## src/rtl/uart_rx_core.sv

```systemverilog
// uart_rx_core: oversampled 8N1 serial receiver with a one-byte valid/ready output buffer
//
// Ports:
//   Clk       in   system clock, rising edge
//   Rst       in   asynchronous active-high reset
//   RXD       in   serial line, idle high, asynchronous to Clk
//   RX_Data   out  received byte, LSB received first
//   RX_Valid  out  RX_Data holds an unconsumed byte
//   RX_Ready  in   consumer accepts the byte when RX_Valid & RX_Ready at a rising edge
//   Frame_Err out  one-cycle pulse, stop bit sampled low
//   Overrun   out  one-cycle pulse, byte dropped because the buffer was full
//   Busy      out  receiver FSM is not idle
module uart_rx_core #(
    parameter int FREQ_CLK = 100000000,
    parameter int TX_SPEED = 115200
) (
    input  logic       Clk,
    input  logic       Rst,
    input  logic       RXD,
    output logic [7:0] RX_Data,
    output logic       RX_Valid,
    input  logic       RX_Ready,
    output logic       Frame_Err,
    output logic       Overrun,
    output logic       Busy
);
    localparam int BIT_CYCLES  = FREQ_CLK / TX_SPEED;
    localparam int HALF_CYCLES = BIT_CYCLES / 2;
    localparam int CW          = $clog2(BIT_CYCLES);
    localparam logic [CW-1:0] BIT_LAST  = CW'(BIT_CYCLES - 1);
    localparam logic [CW-1:0] HALF_LAST = CW'(HALF_CYCLES - 1);

    if (BIT_CYCLES < 4) begin : g_bit_cycles_check
        $error("uart_rx_core: FREQ_CLK/TX_SPEED must be at least 4");
    end

    typedef enum logic [2:0] {IDLE, START, DATA, STOP, BREAK} state_t;

    state_t        state_q, state_d;
    logic [1:0]    sync_q;
    logic [CW-1:0] cnt_q, cnt_d;
    logic [2:0]    bit_q, bit_d;
    logic [7:0]    shift_q, shift_d;
    logic [7:0]    data_q, data_d;
    logic          valid_q, valid_d;
    logic          ferr_q, ferr_d;
    logic          ovr_q, ovr_d;
    logic          rxd_s;

    assign rxd_s = sync_q[1];

    always_ff @(posedge Clk or posedge Rst) begin
        if (Rst) begin
            state_q <= IDLE;
            sync_q  <= 2'b11;
            cnt_q   <= '0;
            bit_q   <= '0;
            shift_q <= '0;
            data_q  <= '0;
            valid_q <= 1'b0;
            ferr_q  <= 1'b0;
            ovr_q   <= 1'b0;
        end else begin
            state_q <= state_d;
            sync_q  <= {sync_q[0], RXD};
            cnt_q   <= cnt_d;
            bit_q   <= bit_d;
            shift_q <= shift_d;
            data_q  <= data_d;
            valid_q <= valid_d;
            ferr_q  <= ferr_d;
            ovr_q   <= ovr_d;
        end
    end

    always_comb begin
        state_d = state_q;
        cnt_d   = cnt_q + 1'b1;
        bit_d   = bit_q;
        shift_d = shift_q;
        data_d  = data_q;
        valid_d = valid_q & ~RX_Ready;
        ferr_d  = 1'b0;
        ovr_d   = 1'b0;
        case (state_q)
            IDLE: begin
                cnt_d = '0;
                if (!rxd_s) state_d = START;
            end
            START: if (cnt_q == HALF_LAST) begin
                cnt_d   = '0;
                bit_d   = '0;
                state_d = rxd_s ? IDLE : DATA;
            end
            DATA: if (cnt_q == BIT_LAST) begin
                cnt_d   = '0;
                shift_d = {rxd_s, shift_q[7:1]};
                bit_d   = bit_q + 1'b1;
                if (bit_q == 3'd7) state_d = STOP;
            end
            STOP: if (cnt_q == BIT_LAST) begin
                cnt_d   = '0;
                state_d = rxd_s ? IDLE : BREAK;
                ferr_d  = ~rxd_s;
                // a byte being accepted on this same edge frees the buffer for the new one
                if (rxd_s && (!valid_q || RX_Ready)) begin
                    data_d  = shift_q;
                    valid_d = 1'b1;
                end else if (rxd_s) begin
                    ovr_d = 1'b1;
                end
            end
            BREAK: begin
                cnt_d = '0;
                if (rxd_s) state_d = IDLE;
            end
            default: state_d = IDLE;
        endcase
    end

    always_comb begin
        Busy      = state_q != IDLE;
        RX_Data   = data_q;
        RX_Valid  = valid_q;
        Frame_Err = ferr_q;
        Overrun   = ovr_q;
    end
endmodule

```

## config.mk

```make
export PLATFORM = sky130hd
export DESIGN_NAME = uart_rx_core
export DESIGN_NICKNAME = d
export VERILOG_FILES = /design/src/rtl/uart_rx_core.sv
export SDC_FILE = /design/constraint.sdc
export NUM_CORES = 1
export LEC_CHECK = 0
export ABC_CLOCK_PERIOD_IN_PS = 1700
export CORE_MARGIN = 5
export CORE_UTILIZATION = 50
export DETAILED_ROUTE_END_ITERATION = 12
export MAX_ROUTING_LAYER = met4
export PLACE_DENSITY_LB_ADDON = 0.3
export SLEW_MARGIN = 20
export SYNTH_ARGS = -nofsm -noshare
export SYNTH_HDL_FRONTEND = slang
export SYNTH_SLANG_ARGS = --single-unit
export TNS_END_PERCENT = 100
```

## constraint.sdc

```tcl
create_clock -name Clk -period 1.7 [get_ports Clk]
set_input_delay 0.255 -clock Clk [delete_from_list [all_inputs] [get_ports Clk]]
set_output_delay 0.255 -clock Clk [all_outputs]
set_load 0.01 [all_outputs]
```

* Word-level counts from Yosys, hierarchy flattened
Cells that the tools add are included.
** Storage, ports and cells
- Register bits after elaboration :: 37
- Output and inout port bits :: 12
- Logic and storage cells :: 63
** Operators by class
- Add/subtract/negate cells :: 2
- Eq/ne operators :: 13
- Muxes and demuxes :: 24
- Bitwise gates (word level) :: 3
- Reductions and logical operators :: 12
** Operators by type and width (number)
- $pmux 10 s3 :: 1
- $mux 3 :: 9
- $mux 10 :: 2
- $pmux 3 s5 :: 1
- $ne 2x2->1 const B :: 6
- $add 10x1->10 const B :: 1
- $eq 10x10->1 const B :: 1
- $eq 10x9->1 const B :: 1
- $mux 1 :: 9
- $eq 3x2->1 const B :: 2
- $eq 3x3->1 const B :: 2
- $pmux 3 s2 :: 1
- $reduce_and 3->1 :: 2
- $reduce_and 6->1 :: 1
- $reduce_or 2->1 :: 2
- $add 3x1->3 const B :: 1
- $eq 3x1->1 const B :: 1
- $logic_not 3->1 :: 1
- $reduce_bool 3->1 :: 1
- $mux 2 :: 1
- $not 1->1 :: 2
- $reduce_and 2->1 :: 1
- $reduce_bool 2->1 :: 1
- $and 1x1->1 :: 1
- 3 further kinds :: 3

* Longest topological paths before layout
Gate-level depths: netlist (run 1).
- Depth after elaboration :: 6
- Mapped depth :: 7
- Gate-level depth less buffers :: 6

* Worst setup path before layout (run 1)
Ideal clock, no wire load.
- Kind :: reg-to-reg
- Start :: reg cnt_q[0]
- End :: reg bit_q[0]
- Data arrival time :: 1641 ps
- Data required time :: 1575 ps
- Path slack :: -66 ps
- Cell stages (with the launch flop) :: 6
- Path buffers :: 0
- Period minus slack after synthesis :: 1766 ps
- Cell sequence :: dfrtp_1 -> ha_1 -> nand4bb_1 -> nor4_1 -> o21ai_0 -> mux2_2
** On the way
- Cells in the longest elaborated chain, start to end :: 3
- Elaborated cells between the ends (all ways) :: 5
- Those cells by class :: eq/ne (4); reduce/logical (1)
** Ends and longest elaborated chain
- from (decl) :: RTL line 41 : logic [CW-1:0] cnt_q, cnt_d;
- from (signal assigned) :: RTL line 66 : cnt_q <= cnt_d;
- $eq 10x10->1 or $eq 10x9->1 (tied branches) :: RTL line 95, 90
- $ne 2x2->1 (no source line)
- $reduce_and 3->1 (no source line) *
- to (signal assigned) :: RTL line 67 : bit_q <= bit_d;
- to (decl) :: RTL line 42 : logic [2:0] bit_q, bit_d;
Every way passes the cells marked *; elsewhere a longest branch is shown, timed or not.
A chain may end at the register's enable or synchronous reset.

* Final worst setup path (run 1)
- Start :: reg cnt_q[2]
- End :: reg data_q[0] (netlist: RX_Data[0])
** On the way
- Cells in the longest elaborated chain, start to end :: 2
** Ends and longest elaborated chain
- $eq 10x10->1 :: RTL line 101 : STOP: if (cnt_q == BIT_LAST) begin
- $reduce_and 3->1 (no source line)
- to (signal assigned) :: RTL line 69 : data_q <= data_d;
- to (decl) :: RTL line 44 : logic [7:0] data_q, data_d;
No other way between the ends.

==> results of run 1 <==
-- layer usage --
| layer | part of all wire [%] | wire length (µm) | global-route usage [%] |
|---|---|---|---|
| met5 | 0 | 0 | - |
| met2 | 53 | 1750 | 30.6 |
| met4 | 1.7 | 55 | 7.44 |
| met3 | 3.5 | 117 | 4.43 |
| met1 | 42 | 1410 | 22.0 |
-- final cells by class --
type                            instances  area, µm²  area share, %
Multi-Input combinational cell         92        752           34.1
Inverter                                8       30.0           1.36
Tap cell                               46       57.6           2.61
Timing Repair Buffer                   40        350           15.9
Clock inverter                          2       37.5           1.70
Clock buffer                            6       51.3           2.32
Sequential cell                        37        930           42.1
-- flip-flops by register name, indices dropped and copies added, names as in the netlist --
register,flops
RX_Valid,1
bit_q,3
sync_q,2
shift_q,8
Frame_Err,1
Overrun,1
state_q,3
cnt_q,10
RX_Data,8
-- per-stage QoR --
step | instance area, µm² | instances | TNS (ns) | power (mW) | utilization (%)
after CTS | 2200 | 231 | -0.425 | 1.58 | 66.9
after global placement | 2070 | 221 | -0.148 | 0.937 | 63.0
final | 2210 | 231 | -0.267 | 1.56 | 67.2
after detailed placement | 2070 | 221 | -1.32 | 0.938 | 63.0
after global routing | 2210 | 231 | -2.78 | 1.63 | 67.2
after floorplan | 1700 | 143 | -0.303 | 0.919 | -
-- final timing paths --
kind / start / end / depth (start not counted)
worst max-delay path: cnt_q[2] / RX_Data[0] / 4
worst min-delay path: Rst / RX_Data[6] / 2
worst max register to register: cnt_q[2] / RX_Data[0] / 4
worst min register to register: sync_q[0] / sync_q[1] / 0
max in group asynchronous: Rst / sync_q[1] / 3
min in group Clk: RXD / sync_q[0] / 1
-- what timing repair did --
action / 4_1_cts / 5_1_grt
buffers inserted: 2 / 0
pin swaps: 3 / 0
cloned: 0 / 0
resized for setup: 6 / 4
setup endpoints to repair: 17 / 32
-- worst reg2reg max path, delay by kind of cell, from the launching register on --
kind | cells | cell delay, ns
multiplexers | 1 | 0.35
flip-flops | 1 | 0.40
AND/OR/NAND/NOR | 3 | 0.90
-- synthesized netlist by cell type (2+ instances only) --
master	count	area, µm²
nor2_1	14	52.6
o21ai_0	2	10.0
a21oi_1	2	10.0
nand2_1	7	26.3
xor2_1	3	26.3
mux2_2	17	191
nor4_1	3	18.8
nor3_1	7	35.0
dfrtp_1	35	876
buf_2	3	15.0
clkbuf_1	3	11.3
ha_1	4	50.1
and3_1	3	18.8
inv_1	8	30.0
nand3_1	3	15.0
dfstp_2	2	52.6
nand2b_1	3	18.8
xnor2_1	6	52.6
mux2i_1	2	20.0
-- logic make-up after synthesis --
group / after synthesis
simple gates: 48
flops: 37
mux: 19
buf+inv: 14
compound gates: 12
xor+xnor: 9
fa+ha+maj: 4
-- where the power goes --
group | internal (mW) | switching [mW]
sequential | 0.884 | 0.00115
combinational | 0.0133 | 0.0212
clock | 0.349 | 0.292
==> results_dict.tcl, run 1 <==
set metrics [dict create \
    overflow 0 \
    drive_above_1_share_pct 33.5 \
    syn_area_per_cell_um2 11.8 \
    vias_per_cell 5.17 \
    yosysSeqAreaShare_pct 55.2 \
    synth_compound_area_share_pct 4.91 \
    synth_top_family_by_area "simple AND/OR/NAND/NOR gates" \
    violations "negative setup slack" \
    worst_slack_ns -0.0574 \
    clkLatencyLatePin_ns 0.34 \
    crit_fanout 8 \
    rsz0062_at_grt "true" \
    cp_num_buf_inv 0 \
    track_usage_pct 18.6 \
    cap_violations 0 \
    core_region_area_mm2 0.00328 \
    hold_buffers 0 \
    power_density_mw_per_mm2 707 \
    synth_seq_cells 37 \
    synth-simple-area-share_pct 16.4 \
    period_share_pct 103 \
    synthArstFlopShare_pct 100 \
    mostFrequentLayoutCell "dfrtp_1" \
    antenna_cells 0 \
    synthCells 143 \
    syn_area_mm2 0.00168 \
    grt_pass1_vias 1344 \
    dpl.hpwl_um 2430 \
    htreeDepth 2 \
    grt_max_degree 30 \
    fin_skew_ns 0.00678 \
    tightest_slew_ns 0.369 \
    cp-start-kind "register" \
    drc_errors 0 \
    globalplace.congestion 0.911 \
    endpoint_kind "register" \
    ir_drop_mv 0.451 \
    hold_viol_final 0 \
    placementRows 21 \
    slowest_stage "or3b_4" \
    nFillCells 249 \
    synthFlopType "dfrtp_1" \
    setup-violations-final 8 \
    hold_slack_ns 0.172 \
    wl_per_cell_um 14.4 \
    synth_cell_types 35 \
    max_stage_delay_ns 0.43 \
    cts_root_buffer "clkbuf_4" \
    antenna_found_initial 0 \
    period_minus_slack_ns 1.76 \
    vias 1195 \
    cts_buffer_depth 2 \
    muxShareOfSynthArea_pct 12.6 \
    fin_nets 192 \
    cts_buffers 5 \
    drt_iter0_markers 45 \
    clock_sinks 37 \
    antenna_left 0 \
    synth_nets 151 \
    pin_count 16 \
    routed_wl_um 3330 \
    fp.dieH_um 68.0 \
    path_clk_slew_ns 0.11 \
    start_util_pct 51.2 \
    hold_path_class "primary input to async pin" \
    timing.fmax_mhz 569 \
    dieArea_mm2 0.00463 \
    grt_pass1_wl_um 6150 \
    critPathKind "register to register" \
    die_w_um 68.0 \
    yosys.area_share.adder_pct 2.97 \
    final_cell_mix "dfrtp_1, buf_4, mux2_2, nor2_1, clkdlybuf4s50_1" \
    synth_xor_area_share_pct 4.68 \
    status "complete, but fails checks" \
    cp_cell_sequence "or3b_4, nor4_4, nand4_4, mux2_4" \
    crit_required_ns 1.93 \
    maxSlewViolCount 0 \
    ys_warn_count 0 \
    cp_top_family "simple AND/OR/NAND/NOR gates" \
    p_leak_nw 1.04 \
    rrSetupSlack_ns -0.06 \
    pre_cts_slack_ns -0.118 \
    max-slew-margin-rel_pct 75.2 \
    cts_tree "built" \
    dr.pass1.iters 5 \
    portBuffers 15 \
    area_delta_synth_final_pct 31.2 \
    synth-edff-count 0 \
    arrival_ns 1.99 \
]
No activity file was read; power rests on OpenSTA's default activity.
==> run 2: changes to the inputs <==
--- a/config.mk
+++ b/config.mk
@@ -7,7 +7,8 @@
 export LEC_CHECK = 0
 export ABC_CLOCK_PERIOD_IN_PS = 1700
 export CORE_MARGIN = 5
-export CORE_UTILIZATION = 50
+export CORE_UTILIZATION = 45
+export CTS_CLUSTER_DIAMETER = 150
 export DETAILED_ROUTE_END_ITERATION = 12
 export MAX_ROUTING_LAYER = met4
 export PLACE_DENSITY_LB_ADDON = 0.3
==> results_dict.tcl, run 2 (synthesis results as in run 1) <==
set metrics [dict create \
    tightest_slew_ns 0.374 \
    fin_nets 192 \
    fp.dieH_um 71.2 \
    cts_root_buffer "clkbuf_8" \
    hold_viol_final 0 \
    core_region_area_mm2 0.00363 \
    crit_required_ns 1.88 \
    arrival_ns 1.92 \
    track_usage_pct 15.3 \
    antenna_cells 0 \
    htreeDepth 2 \
    clkLatencyLatePin_ns 0.30 \
    violations "negative setup slack" \
    path_clk_slew_ns 0.08 \
    mostFrequentLayoutCell "dfrtp_1" \
    p_total_mw 1.84 \
    antenna_left 0 \
    start_util_pct 46.3 \
    r2r_start "cnt_q[3]" \
    ir_drop_mv 0.635 \
    dpl.hpwl_um 2370 \
    placementRows 22 \
    rsz0062_at_grt "true" \
    routed_wl_um 3380 \
    cp-start-kind "register" \
    grt_max_degree 38 \
    period_share_pct 102 \
    antenna_found_initial 0 \
    critPathKind "register to register" \
    wl_per_cell_um 14.5 \
    cts_buffer_depth 2 \
    drc_errors 0 \
    cts_buffers 5 \
    crit_fanout 8 \
    period_minus_slack_ns 1.74 \
    setup-violations-final 18 \
    top_register "cnt_q" \
    globalplace.congestion 0.923 \
    area_delta_synth_final_pct 33.5 \
    vias_per_cell 5.15 \
    dieArea_mm2 0.00506 \
    r2r_cells 4 \
    rr_endpoint "RX_Data[0]" \
    nFillCells 300 \
    pin_count 16 \
    hold_buffers 0 \
    final_cell_mix "dfrtp_1, buf_4, mux2_2, nor2_1, clkdlybuf4s50_1" \
    largest_reg_flops 10 \
    cap_violations 0 \
    clock_sinks 37 \
    power_density_mw_per_mm2 820 \
    tns_ns -0.196 \
    slowest_stage "or3b_4" \
    overflow 0 \
    endpoint_kind "register" \
    portBuffers 15 \
    grt_pass1_vias 1321 \
    p_leak_nw 1.05 \
    pre_cts_slack_ns -0.0842 \
    worst_slack_ns -0.0385 \
    grt_pass1_wl_um 5890 \
    fin_skew_ns 0.00829 \
    maxSlewViolCount 0 \
    timing.fmax_mhz 575 \
    die_w_um 71.2 \
    dr.pass1.iters 4 \
    rrSetupSlack_ns -0.04 \
    cts_tree "built" \
    drive_above_1_share_pct 33.0 \
    max-slew-margin-rel_pct 74.9 \
    max_stage_delay_ns 0.44 \
    status "complete, but fails checks" \
    hold_path_class "primary input to async pin" \
    vias 1201 \
    cp_cell_sequence "or3b_4, nor4_4, nand4_4, mux2_4" \
    drt_iter0_markers 106 \
]
run 2: through the flow:
step / hold slack [ns] / std cells / util (%) / instance area (µm²)
after floorplan: 0.259 / 143 / - / 1700
after global placement: 0.345 / 220 / 56.4 / 2050
after detailed placement: 0.358 / 220 / 56.4 / 2050
after CTS: 0.307 / 231 / 61.0 / 2210
after global routing: 0.309 / 233 / 61.8 / 2250
final: 0.305 / 233 / 61.8 / 2250
run 2: worst max-delay path, delay by kind of cell (launching register included):
kind / cells / cell delay [ns]
muxes: 1 / 0.35
and+or+nand+nor: 3 / 0.89
DFF: 1 / 0.38
run 2: how the worst max path moves through the flow:
stage	to	slack (ns)	startpoint
floorplan	RX_Data[0]	-0.04	cnt_q[2]
global placement	RX_Data[6]	-0.05	cnt_q[2]
detailed placement	shift_q[4]	-0.08	cnt_q[2]
CTS	RX_Data[0]	-0.09	cnt_q[2]
global route	cnt_q[2]	-0.14	cnt_q[0]
finish	RX_Data[0]	-0.04	cnt_q[3]
run 2: layer usage:
layer,share of wire [%],up-vias,GRT usage [%]
li1,-,574,-
met5,0,-,-
met4,1.4,0,5.22
met3,4.4,5,5.82
met1,45,587,17.9
met2,49,35,24.2
run 2: power breakdown:
group | internal (mW) | leakage (nW) | switching [mW]
clock | 0.591 | 0.0687 | 0.334
sequential | 0.884 | 0.492 | 0.00359
combinational | 0.0120 | 0.485 | 0.0191
run 2: cell type report:
| type | instances | area [µm²] | share of cell area, % |
|---|---|---|---|
| Sequential cell | 37 | 931 | 41.4 |
| Tap cell | 48 | 60.1 | 2.67 |
| Inverter | 8 | 30.0 | 1.34 |
| Clock inverter | 3 | 68.8 | 3.06 |
| Clock buffer | 5 | 68.8 | 3.06 |
| Multi-Input combinational cell | 92 | 739 | 32.9 |
| Timing Repair Buffer | 40 | 349 | 15.5 |
run 2: repair_timing:
item	in CTS	in global routing
endpoints found under the setup margin	17	30
setup buffers	3	2
gates resized for setup	4	4
pin swaps	2	4
hold endpoints to repair	0	0
==> run 3: changes to the inputs <==
--- a/config.mk
+++ b/config.mk
@@ -7,9 +7,10 @@
 export LEC_CHECK = 0
 export ABC_CLOCK_PERIOD_IN_PS = 1700
 export CORE_MARGIN = 5
-export CORE_UTILIZATION = 45
+export CORE_UTILIZATION = 30
 export CTS_CLUSTER_DIAMETER = 150
 export DETAILED_ROUTE_END_ITERATION = 12
+export GPL_TIMING_DRIVEN = 0
 export MAX_ROUTING_LAYER = met4
 export PLACE_DENSITY_LB_ADDON = 0.3
 export SLEW_MARGIN = 20
==> results_dict.tcl, run 3 (synthesis results as in run 1) <==
set metrics [dict create \
    setup-violations-final 28 \
    drc_errors 0 \
    timing.fmax_mhz 538 \
    top_register "cnt_q" \
    violations "negative setup slack" \
    power_density_mw_per_mm2 755 \
    maxSlewViolCount 0 \
    wl_per_cell_um 13.1 \
    antenna_left 0 \
    drt_iter0_markers 75 \
    status "complete, but fails checks" \
    globalplace.congestion 0.794 \
    hold_viol_final 0 \
    crit_required_ns 1.87 \
    p_leak_nw 1.02 \
    crit_fanout 8 \
    arrival_ns 2.03 \
    cts_buffers 5 \
    hold_buffers 0 \
    cts_buffer_depth 2 \
    fp.dieH_um 84.9 \
    clkLatencyLatePin_ns 0.29 \
    fin_skew_ns 0.00991 \
    max-slew-margin-rel_pct 49.4 \
    ir_drop_mv 0.638 \
    antenna_found_initial 0 \
    tightest_slew_ns 0.757 \
    worst_slack_ns -0.160 \
    period_share_pct 109 \
    cts_tree "built" \
    vias_per_cell 4.67 \
    endpoint_kind "register" \
    hold_slack_ns 0.358 \
    wl_met3_um 115 \
    fin_nets 180 \
    routed_wl_um 3200 \
    critPathKind "register to register" \
    cts_root_buffer "clkbuf_8" \
    dpl.hpwl_um 2100 \
    hold_path_class "primary input to register" \
    drive_above_1_share_pct 31.8 \
    dp.cells 230 \
    die_w_um 84.9 \
    final_cells 245 \
    cp-start-kind "register" \
    dr.pass1.iters 4 \
    met1_length_um 1500 \
    vias 1143 \
    pre_cts_slack_ns -0.210 \
    dieArea_mm2 0.00721 \
    track_usage_pct 9.09 \
    antenna_cells 0 \
    rsz0062_at_grt "true" \
    area_delta_synth_final_pct 31.8 \
    final_cell_mix "dfrtp_1, mux2_2, nor2_1, clkdlybuf4s50_1, buf_4" \
    grt_max_degree 38 \
    grt_pass1_vias 1151 \
    core_region_area_mm2 0.00547 \
    cap_violations 0 \
    largest_reg_flops 10 \
    portBuffers 15 \
    period_minus_slack_ns 1.86 \
    htreeDepth 2 \
    top_layer "met4" \
    clock_sinks 37 \
    placementRows 27 \
    mostFrequentLayoutCell "dfrtp_1" \
    pin_count 16 \
    met2RoutedLength_um 1520 \
    start_util_pct 30.7 \
    grt_pass1_wl_um 5130 \
    overflow 0 \
    path_clk_slew_ns 0.08 \
]
run 3: cell types whose count changed in the layout (fill, tap and decap cells not counted), moves of 2 or more:
cell     before  now
buf_4        24    8
nor3_2        0    2
buf_6         0    3
nor3_1        7    4
dfrtp_1      33   35
dfrtp_2       2    0
run 3: area by class of cell:
type,instances,area [µm²]
plain buffers,4,35.0
clock buffers,5,68.8
fillers,542,3250
multi-input cells,92,785
well taps,72,90.1
flip-flops and latches,37,928
repair buffers,24,235
inverters,8,30.0
clock inverters,3,46.3
run 3: critical path, cell delays in order (launching register included):
cell and delay, ns:
dfrtp_1 0.40, or3b_1 0.40, buf_6 0.15, nor4_4 0.21, nand4_4 0.24, mux2_4 0.35
run 3: worst paths after layout:
path,to,slack [ns],from,cells past startpoint
min in group asynchronous,cnt_q[7],0.42,Rst,2
min,sync_q[0],0.36,RXD,1
min reg2reg,sync_q[1],0.36,sync_q[0],0
max,RX_Data[3],-0.16,cnt_q[2],5
max reg2reg,RX_Data[3],-0.16,cnt_q[2],5
max in group asynchronous,RX_Data[5],0.80,Rst,2
run 3: power breakdown:
group | internal, mW | total, mW | switching (mW) | leakage, nW
sequential | 0.884 | 0.888 | 0.00414 | 0.495
combinational | 0.00728 | 0.0254 | 0.0182 | 0.473
clock | 0.439 | 0.760 | 0.322 | 0.0543
run 3: repair_timing:
item / 4_1_cts / 5_1_grt
setup endpoints to repair: 27 / 33
gates cloned: 0 / 1
setup buffers: 2 / 6
pin swaps: 1 / 3
resized for setup: 12 / 13
run 3: per-stage QoR:
| step | TNS [ns] | power [mW] | instance area [µm²] | util, % |
|---|---|---|---|---|
| after global routing | -4.75 | 1.75 | 2220 | 40.5 |
| after CTS | -3.17 | 1.71 | 2100 | 38.3 |
| after floorplan | -0.303 | 0.919 | 1700 | - |
| after global placement | -9.44 | 0.931 | 1940 | 35.5 |
| final | -2.84 | 1.67 | 2220 | 40.5 |
| after detailed placement | -4.13 | 0.932 | 1940 | 35.5 |
run 3: per-layer routing:
metal	track usage (%)	up-vias
met4	3.45	0
met5	-	-
li1	-	552
met1	10.8	565
met3	3.30	8
met2	14.1	18
